File: src/rtl/gray_pkg.sv
// gray_pkg: FSM state type and Gray-to-binary conversion shared by Gray-coded designs.
package gray_pkg;

    typedef enum logic {INIT = 1'b0, TRACK = 1'b1} state_t;

    // Zero-extended Gray input converts correctly since the leading zeros XOR away.
    function automatic logic [31:0] gray2bin(input logic [31:0] g);
        logic [31:0] b;
        b[31] = g[31];
        for (int i = 30; i >= 0; i--) b[i] = b[i+1] ^ g[i];
        return b;
    endfunction

endpackage

File: src/rtl/sync_2ff.sv
// sync_2ff: two-flop synchronizer for an asynchronous bus.
module sync_2ff #(
    parameter int WIDTH = 1
) (
    input  logic             clki,
    input  logic             resetn,
    input  logic [WIDTH-1:0] d,
    output logic [WIDTH-1:0] q
);

    logic [WIDTH-1:0] meta;

    always_ff @(posedge clki or negedge resetn)
        if (!resetn) {meta, q} <= '0;
        else         {meta, q} <= {d, meta};

endmodule

File: src/rtl/gray_reader.sv
// gray_reader: debounced Gray-code reader producing binary value, step pulses and a position count.
module gray_reader
    import gray_pkg::*;
#(
    parameter int WIDTH         = 5,
    parameter int STABLE_CYCLES = 16,
    parameter int POS_W         = 16
) (
    input  logic             clki,
    input  logic             resetn,
    input  logic [WIDTH-1:0] gray_in,
    input  logic             err_clr,
    output logic [WIDTH-1:0] bin_out,
    output logic [POS_W-1:0] pos,
    output logic             step_valid,
    output logic             step_dir,
    output logic             valid,
    output logic             err
);

    localparam logic [7:0] LAST = 8'(STABLE_CYCLES - 1);

    logic [WIDTH-1:0] sync, cand, accepted, acc_code, last, bin_new, d;
    logic [7:0]       cnt, cnt_nxt;
    logic             load, hit, acc, acc_nxt, up, dn, bad;
    state_t           state, state_nxt;

    sync_2ff #(.WIDTH(WIDTH)) u_sync (
        .clki   (clki),
        .resetn (resetn),
        .d      (gray_in),
        .q      (sync)
    );

    // A pending acceptance is compared against too, so back-to-back accepts see fresh history.
    always_comb begin
        load    = sync != cand;
        cnt_nxt = load ? 8'd0 : (cnt == LAST ? cnt : cnt + 8'd1);
        hit     = cnt_nxt == LAST && (load || cnt != LAST);
        last    = acc ? acc_code : accepted;
        acc_nxt = (state == INIT && !acc && cnt_nxt == LAST) || (hit && sync != last);
    end

    always_ff @(posedge clki or negedge resetn)
        if (!resetn) begin
            cand     <= '0;
            cnt      <= '0;
            acc      <= 1'b0;
            acc_code <= '0;
        end else begin
            cand     <= sync;
            cnt      <= cnt_nxt;
            acc      <= acc_nxt;
            acc_code <= sync;
        end

    always_ff @(posedge clki or negedge resetn)
        if (!resetn) state <= INIT;
        else         state <= state_nxt;

    always_comb state_nxt = acc ? TRACK : state;

    always_comb begin
        bin_new = WIDTH'(gray2bin(32'(acc_code)));
        d       = bin_new - bin_out;
        up      = acc && state == TRACK && d == WIDTH'(1);
        dn      = acc && state == TRACK && d == '1;
        bad     = acc && state == TRACK && !up && !dn;
    end

    always_ff @(posedge clki or negedge resetn)
        if (!resetn) begin
            accepted   <= '0;
            bin_out    <= '0;
            pos        <= '0;
            step_valid <= 1'b0;
            step_dir   <= 1'b0;
            valid      <= 1'b0;
            err        <= 1'b0;
        end else begin
            accepted   <= acc ? acc_code : accepted;
            bin_out    <= acc ? bin_new : bin_out;
            pos        <= up ? pos + POS_W'(1) : dn ? pos - POS_W'(1) : pos;
            step_valid <= up || dn;
            step_dir   <= up;
            valid      <= valid || acc;
            err        <= bad || (err && !err_clr);
        end

endmodule
File: config.mk
export PLATFORM = sky130hd
export DESIGN_NAME = gray_reader
export DESIGN_NICKNAME = d
export VERILOG_FILES = /design/src/rtl/gray_pkg.sv /design/src/rtl/sync_2ff.sv /design/src/rtl/gray_reader.sv
export SDC_FILE = /design/constraint.sdc
export NUM_CORES = 1
export LEC_CHECK = 0
export ABC_AREA = 1
export BUFFER_PORTS_ARGS = -buffer_cell sky130_fd_sc_hd__buf_2
export CAP_MARGIN = 25
export CORE_MARGIN = 5
export CORE_UTILIZATION = 48
export CTS_CLUSTER_DIAMETER = 50
export DETAILED_ROUTE_END_ITERATION = 6
export PLACE_DENSITY = 0.64
export SETUP_SLACK_MARGIN = 0.05
export SLEW_MARGIN = 20
export SYNTH_ARGS = -nofsm -noshare
export SYNTH_HDL_FRONTEND = slang
export SYNTH_SLANG_ARGS = --single-unit
File: constraint.sdc
create_clock -name clki -period 5.65 [get_ports clki]
set_input_delay 0.2825 -clock clki [delete_from_list [all_inputs] [get_ports clki]]
set_output_delay 0.2825 -clock clki [all_outputs]
set_load 0.05 [all_outputs]
==> run metrics, run 1 <==
final period utilization=0.748; worst r2r src=acc_code[4]; Critical Path AT=4430 ps; Iteration-0 DRC Markers=approximately 110; Final #Nets=505; Placer Congestion=a little under 0.9; critical path fanouts, max=30; HP Start=gray_in[0]; port bufs=32; Starting Density=0.495; Layout area overhead=10.2%; slew margin rel.=0.529; DR DRC count=0; number of CTS-inserted buffers=5; drt pass-1 iters=4; clk sinks=55; Core Region=6830 um2; worst-margin pin slew=706 ps; Vias=2805; largest cells by area after synthesis=dfrtp_1, nand2_1, ha_1; hold_buf cts=0; Primary FF master, synth=dfrtp_1; crit path kind=reg -> reg; beginning of the critical path=acc_code[4]; Max Fclk=about 0.24 GHz; initial antenna violation count=0; Final Critical Period=4220 ps; die extent in y=between 90 and 100 um; startpoint types=flop; Post-synth ARST share=1.00; Fillers=649; dpl cells=around 570; Post-DRT Antenna Nets=0; commonest non-fill, non-tap cells in the layout=nand2_1, inv_1, dfrtp_1, nand3_1, buf_2; register area share after synthesis=0.407; clock root cell=clkbuf_8; All-Layer GR Usage=0.164; Synthesized Nets=around 470; slowest CP cell=dfrtp_1; # resized after CTS=0; Routed WL=between 6 and 7 mm; most common cell after layout, fill and taps aside=nand2_1; placed cell area=3620 um2; Die X=93.9 um; I/O pin cnt=33; Post-synth EDFFs=0; RSZ-0062 raised after global routing=false; Worst path most repeated cell=nand2_1; LEAKAGE=2.11 nW; CTS tree=done; layout cells sized above 1=0.124; Syn Area/Cell=7.64 um2; final-report hold violation count=0; Synth Instances=442; post-route insts no fill=573; Die ar.=8820 um2; first-pass GRT wire length=11.9 mm; status=completed; VDD IR max=0.141 mV; Vias/cell=4.90; Power Density=187 nW/um2; post-synth top area cell=dfrtp_1; clock latency on the worst-skew pair=310 ps; clk buf depth=2; clock slew at reported path FFs=about 110 ps; WL/cell=11.9 um; Crit path required time=between 5000 and 6000 ps; Worst Setup End Kind=flop; Hold Path Class=in -> reg; final setup violation count=0; Worst path max stage delay=480 ps; Synth Register Bits=55; Final Slew Violations=0; Final Skew=between 5 and 6 ps; final instance area=3720 um2; yosys warns=0; DP HPWL=4.95 mm; max cap viols=0; total setup buffers inserted after CTS=0; grt total ovfl=0; mapped cell area=between 3000 and 4000 um2; CTS H-Tree Depth=2; Sum Neg Setup Slack=0 ps; Yosys cell types=33; diode count=0; FP Rows=30; largest net degree at the start of global routing=56; Synth top area share=0.407; number of global-route vias before repair=2644
## worst paths after layout
check                                       to  slack, ps  cells past startpoint
worst max register to register         pos[10]       1430                     30
worst min register to register     u_sync.q[0]        360                      0
worst min-delay path            u_sync.meta[0]         60                      1
min in group asynchronous               cnt[3]         80                      2
max in group asynchronous              pos[11]       5100                      2
worst max-delay path                   pos[10]       1430                     30
## critical path, delay by kind of cell, from the launching register on
| family | cells | cell delay [ps] |
|---|---|---|
| xor gates and xnor gates | 1 | 220 |
| adders and majority gates | 3 | 980 |
| buffers and inverters | 5 | 400 |
| DFF | 1 | 480 |
| and+or+nand+nor | 21 | 2010 |
## synthesized netlist by cell type, types with 2 or more instances
master,instances
a21oi_1,13
and2_1,2
buf_2,3
buf_4,2
dfrtp_1,55
fa_1,2
ha_1,19
inv_1,59
inv_2,2
nand2_1,156
nand3_1,40
nand3_2,4
nand3b_1,7
nand4_1,7
nor2_1,24
nor2_4,2
nor3_1,3
o21ai_0,8
o21bai_1,2
or2_2,4
xnor2_1,9
xor2_1,8
## layout make-up
cell class,instances,area [um2],share of cell area
multi-input cells,319,1720,0.462
flip-flops and latches,55,1380,0.370
inverters,62,235,0.0632
repair buffers,33,168,0.0450
well taps,96,120,0.0323
clock buffers,5,68.8,0.0185
clock inverters,3,33.8,0.00907
## sequential cells by signal, indices dropped and copies added, names as in the netlist, 5 cells and up
name         cells
pos             16
cnt              8
u_sync.meta      5
accepted         5
bin_out          5
u_sync.q         5
acc_code         5
## power by group
part,switching (mW),internal (mW)
clock,0.148,0.0938
combinational,0.0327,0.0181
sequential,0.00559,0.399
total,0.186,0.511
## per-layer routing
layer	GRT usage	wire length, um	share of wire
met1	0.230	3470	0.51
met2	0.261	3030	0.44
met3	0.0296	245	0.036
met4	0.0433	76	0.011
met5	0	0	0
## logic make-up (layout without fill, tap and decap cells)
family                     count (synthesis)  count (layout)  share of synthesized area
adders and majority gates                 21              21                     0.0822
DFF                                       55              55                      0.407
and+or+nand+nor                          253             253                      0.335
xor gates and xnor gates                  18              18                     0.0489
buffers and inverters                     68             103                     0.0830
AOI/OAI and AO/OA                         27              27                     0.0437
## per-stage QoR
stage               power [mW]  hold slack (ps)  utilization  setup slack (ps)
floorplan                0.446            -13.1            -              1710
global placement         0.463              335        0.530              1590
detailed placement       0.464              338        0.530              1440
CTS                      0.707             52.8        0.545              1410
global route             0.732             42.3        0.545               960
finish                   0.697             64.0        0.545              1430
(Power assumes the default switching activity.)
==> run 2, diff against run 1 <==
clock period = 4.18 ns   (was 5.65 ns; I/O delays follow)
==> run metrics, run 2 (same netlist as run 1, synthesis figures left out) <==
clk sinks=55 (unchanged); commonest non-fill, non-tap cells in the layout=nand2_1, inv_1, dfrtp_1, nand3_1, buf_2 (unchanged); WP buf/inv=5 (unchanged); critical path fanouts, max=5 (was 30); Hold Path Class=in -> async (was in -> reg); Final Slew Violations=0 (unchanged); CTS H-Tree Depth=2 (unchanged); final period utilization=0.930 (was 0.748); Top Registers=pos x16, cnt x8 (unchanged); Worst path max stage delay=540 ps (was 480 ps); first-pass GRT wire length=12.0 mm (was 11.9 mm); Final Critical Period=3890 ps (was 4220 ps); I/O pin cnt=33 (unchanged); number of global-route vias before repair=2707 (was 2644); final-report hold violation count=0 (unchanged); WL/cell=12.4 um (was 11.9 um); Core Region=6830 um2 (unchanged); Crit path required time=4400 ps (was 5860 ps); DP HPWL=4.96 mm (was 4.95 mm); grt total ovfl=0 (unchanged); largest reg by FF count=pos (unchanged); number of CTS-inserted buffers=5 (unchanged); status=completed (unchanged); die extent in y=93.9 um (unchanged); clk buf depth=2 (unchanged); Vias=2919 (was 2805); crit path kind=reg -> reg (unchanged); final instance area=4070 um2 (was 3720 um2); Post-DRT Antenna Nets=0 (unchanged); VDD IR max=0.162 mV (was 0.141 mV); most common cell after layout, fill and taps aside=nand2_1 (unchanged); startpoint types=flop (unchanged); max reg flops=16 (unchanged); Die ar.=8820 um2 (unchanged); family with the most delay on the worst path=simple AND/OR/NAND/NOR gates (unchanged); Worst path most repeated cell=nand2_1 (unchanged); Max Fclk=0.257 GHz (was 0.237 GHz); port bufs=32 (unchanged); clock slew at reported path FFs=110 ps (about the same); Die X=93.9 um (unchanged); total power=0.934 mW (was 0.697 mW); LEAKAGE=2.19 nW (was 2.11 nW); slew margin rel.=0.536 (was 0.529); FP Rows=30 (unchanged); final setup violation count=0 (unchanged); diode count=0 (unchanged); initial antenna violation count=0 (unchanged); largest net degree at the start of global routing=56 (unchanged); Vias/cell=4.93 (was 4.90); placed cell area=3660 um2 (was 3620 um2); drt pass-1 iters=4 (unchanged); Final Skew=6.33 ps (was 5.31 ps); worst reg2reg path depth=30 (unchanged); Worst Setup End Kind=flop (unchanged); RSZ-0062 raised after global routing=true (was false); Power Density=229 nW/um2 (was 187 nW/um2); DR DRC count=0 (unchanged); Placer Congestion=0.894 (was 0.889); slowest CP cell=fa_2 (was dfrtp_1); CP Depth=30 (unchanged); Starting Density=0.495 (unchanged); CTS tree=done (unchanged); worst-margin pin slew=696 ps (was 706 ps); Iteration-0 DRC Markers=175 (was 108); Layout area overhead=20.4% (was 10.2%); post-route insts no fill=592 (was 573); dpl cells=570 (was 565); clock latency on the worst-skew pair=320 ps (was 310 ps); Final #Nets=524 (was 505); Critical Path AT=4110 ps (was 4430 ps); layout cells sized above 1=0.216 (was 0.124); clock root cell=clkbuf_8 (unchanged); Routed WL=7.36 mm (was 6.82 mm); max cap viols=0 (unchanged); All-Layer GR Usage=0.167 (was 0.164)
-- run 2: cell count changes in the layout (fill, tap and decap cells not counted), moves of 3 or more --
cell,change
nand2_2,+10
nand2_1,-11
ha_1,-10
ha_4,+8
dlygate4sd3_1,+5
a21oi_1,-3
a21oi_2,+3
buf_4,+12
-- run 2: repair_timing --
| action | CTS | global route |
|---|---|---|
| setup buffers | 0 | 8 |
| setup endpoints to repair | 0 | 11 |
| hold buffers | 4 | 1 |
| resized for setup | 0 | 42 |
| hold endpoints to repair | 4 | 1 |
-- run 2: path summary, 6_finish.rpt --
path | start | endpoint | slack, ps
setup / recovery | acc_code[3] | pos[15] | 290
hold / removal | resetn | cnt[2] | 3
setup reg to reg | acc_code[3] | pos[15] | 290
hold reg to reg | u_sync.meta[0] | u_sync.q[0] | 360
max in group asynchronous | resetn | acc_code[4] | 3670
min in group clki | err_clr | err | 60
-- run 2: per-stage QoR --
stage	worst slack, ps	hold slack, ps	setup TNS [ps]	util
finish	292	2.88	0	0.596
detailed placement	183	319	0	0.536
floorplan	239	-86.6	0	-
global placement	280	317	0	0.536
global route	-5.46	66.2	-5.46	0.596
CTS	164	6.93	0	0.555
-- run 2: cell type report --
class                   instances  area [um2]
clock buffers                   5        68.8
clock inverters                 3        23.8
fillers                       630        2760
inverters                      62         235
multi-input cells             320        1920
flip-flops and latches         55        1380
well taps                      96         120
repair buffers                 51         323
-- run 2: layer usage --
layer / global-route usage / wire (um) / vias up
met5: 0 / 0 / -
met1: 0.237 / 3560 / 1365
met3: 0.0313 / 304 / 4
met4: 0.0421 / 63 / 0
met2: 0.262 / 3440 / 49
li1: - / - / 1501
-- run 2: report_power, final --
part	leakage, nW	switching, mW	internal (mW)	total, mW
Clock	0.0408	0.187	0.120	0.308
Sequential	0.733	0.00720	0.539	0.547
Combinational	1.42	0.0471	0.0323	0.0794
==> run 3, diff against run 2 <==
CORE_ASPECT_RATIO = 0.5   (was unset)
==> run metrics, run 3 (same netlist as run 1, synthesis figures left out) <==
status=completed (unchanged); final setup violation count=0 (unchanged); slowest CP cell=fa_2 (unchanged); drt pass-1 iters=5 (was 4); Top Registers=pos x16, cnt x8 (unchanged); clk buf depth=2 (unchanged); VDD IR max=0.148 mV (was 0.162 mV); Placer Congestion=0.821 (was 0.894); area of the multi-input gates=1900 um2 (was 1920 um2); DR DRC count=0 (unchanged); HP Start=gray_in[1]; crit path kind=reg -> reg (unchanged); Die ar.=8920 um2 (was 8820 um2); Iteration-0 DRC Markers=161 (was 175); Final Skew=5.35 ps (was 6.33 ps); number of CTS-inserted buffers=5 (unchanged); LEAKAGE=2.23 nW (was 2.19 nW); slew margin rel.=0.528 (was 0.536); Worst path max stage delay=550 ps (was 540 ps); Power Density=256 nW/um2 (was 229 nW/um2); Final Slew Violations=0 (unchanged); clock latency on the worst-skew pair=290 ps (was 320 ps); Final Critical Period=3900 ps (was 3890 ps); CTS H-Tree Depth=2 (unchanged); hold_buf cts=0 (was 4); clk sinks=55 (unchanged); Vias=2906 (was 2919); Post-DRT Antenna Nets=0 (unchanged); critical path fanouts, max=4 (was 5); Vias/cell=4.97 (was 4.93); commonest non-fill, non-tap cells in the layout=nand2_1, inv_1, dfrtp_1, nand3_1, buf_2 (unchanged); Hold Path Class=in -> reg (was in -> async); diode count=0 (unchanged); Routed WL=7.37 mm (was 7.36 mm); WL/cell=12.6 um (was 12.4 um); clock slew at reported path FFs=70 ps (was 110 ps); CTS tree=done (unchanged); final-report hold violation count=0 (unchanged); Critical Path AT=4090 ps (was 4110 ps); largest reg by FF count=pos (unchanged); largest net degree at the start of global routing=56 (unchanged); Crit path required time=4370 ps (was 4400 ps); All-Layer GR Usage=0.165 (was 0.167); layout cells sized above 1=0.209 (was 0.216); first-pass GRT wire length=12.1 mm (was 12.0 mm); most common cell after layout, fill and taps aside=nand2_1 (unchanged); max reg flops=16 (unchanged); worst-margin pin slew=708 ps (was 696 ps); grt total ovfl=0 (unchanged); Die X=129 um (was 93.9 um); max cap viols=0 (unchanged); I/O pin cnt=33 (unchanged); clock root cell=clkbuf_16 (was clkbuf_8); dpl ws=183 ps (about the same); sequential cell area=1380 um2 (unchanged); Fillers=639 (was 630); startpoint types=flop (unchanged); beginning of the critical path=acc_code[3] (unchanged); die extent in y=69.3 um (was 93.9 um); total power=1.04 mW (was 0.934 mW); final period utilization=0.932 (was 0.930); Layout area overhead=20.3% (was 20.4%); initial antenna violation count=0 (unchanged); number of global-route vias before repair=2633 (was 2707); Core Region=6750 um2 (was 6830 um2); Final #Nets=521 (was 524); Worst Setup End Kind=flop (unchanged); Max Fclk=0.257 GHz (about the same); worst r2r src=acc_code[3] (unchanged); FP Rows=21 (was 30); Setup WS post-layout=284 ps (was 292 ps); Starting Density=0.500 (was 0.495); DP HPWL=5.16 mm (was 4.96 mm); port bufs=32 (unchanged); hold slack=17.4 ps (was 2.88 ps); Worst path most repeated cell=nand2_1 (unchanged)
==> run 3: power breakdown <==
group	total [mW]	leakage (nW)	switching [mW]	internal, mW
clock network	0.416	0.0710	0.191	0.225
logic	0.0757	1.42	0.0464	0.0293
registers	0.547	0.733	0.00736	0.540
total	1.04	2.23	0.245	0.794
==> run 3: final cells by class <==
type / count / area share
tap: 92 / 0.0283
clock buffer: 6 / 0.0317
multi-input combinational: 320 / 0.467
sequential: 55 / 0.339
inverter: 62 / 0.0579
timing repair buffer: 48 / 0.0720
clock inverter: 2 / 0.00431
==> run 3: final timing paths <==
path / end / slack, ps / cells after the start
worst max-delay path: pos[15] / 280 / 31
worst min-delay path: u_sync.meta[1] / 20 / 1
worst max register to register: pos[15] / 280 / 31
worst min register to register: u_sync.q[1] / 350 / 0
max in group asynchronous: acc_code[3] / 3630 / 2
min in group asynchronous: pos[10] / 40 / 2
==> run 3: timing repair <==
| action | CTS | global route |
|---|---|---|
| gates resized for setup | 0 | 36 |
| setup buffers | 0 | 11 |
| hold endpoints to repair | 0 | 0 |
| setup endpoints to repair | 0 | 11 |
==> run 3: worst max-delay path: cells and delay by family (launching register included) <==
family	cells	cell delay (ps)
simple gates	21	1620
xor+xnor	1	200
buf+inv	6	530
fa+ha+maj	3	990
flops	1	440
==> run 3: routing by layer <==
metal  vias to the layer above  track usage  routed length (um)
met3                         8       0.0354                 203
met5                         -            0                   0
met2                        36        0.246                3330
met1                      1365        0.243                3780
met4                         0       0.0407                  57
li1                       1497            -                   -
==> run 3: per-stage QoR <==
step / instance area (um2) / std cells / utilization / TNS, ps
2_1_floorplan: 3380 / 442 / - / 0
3_3_place_gp: 3660 / 565 / 0.542 / 0
3_5_place_dp: 3660 / 565 / 0.542 / 0
4_1_cts: 3800 / 573 / 0.563 / 0
5_1_grt: 4070 / 585 / 0.602 / -4.64
6_report: 4070 / 585 / 0.602 / 0
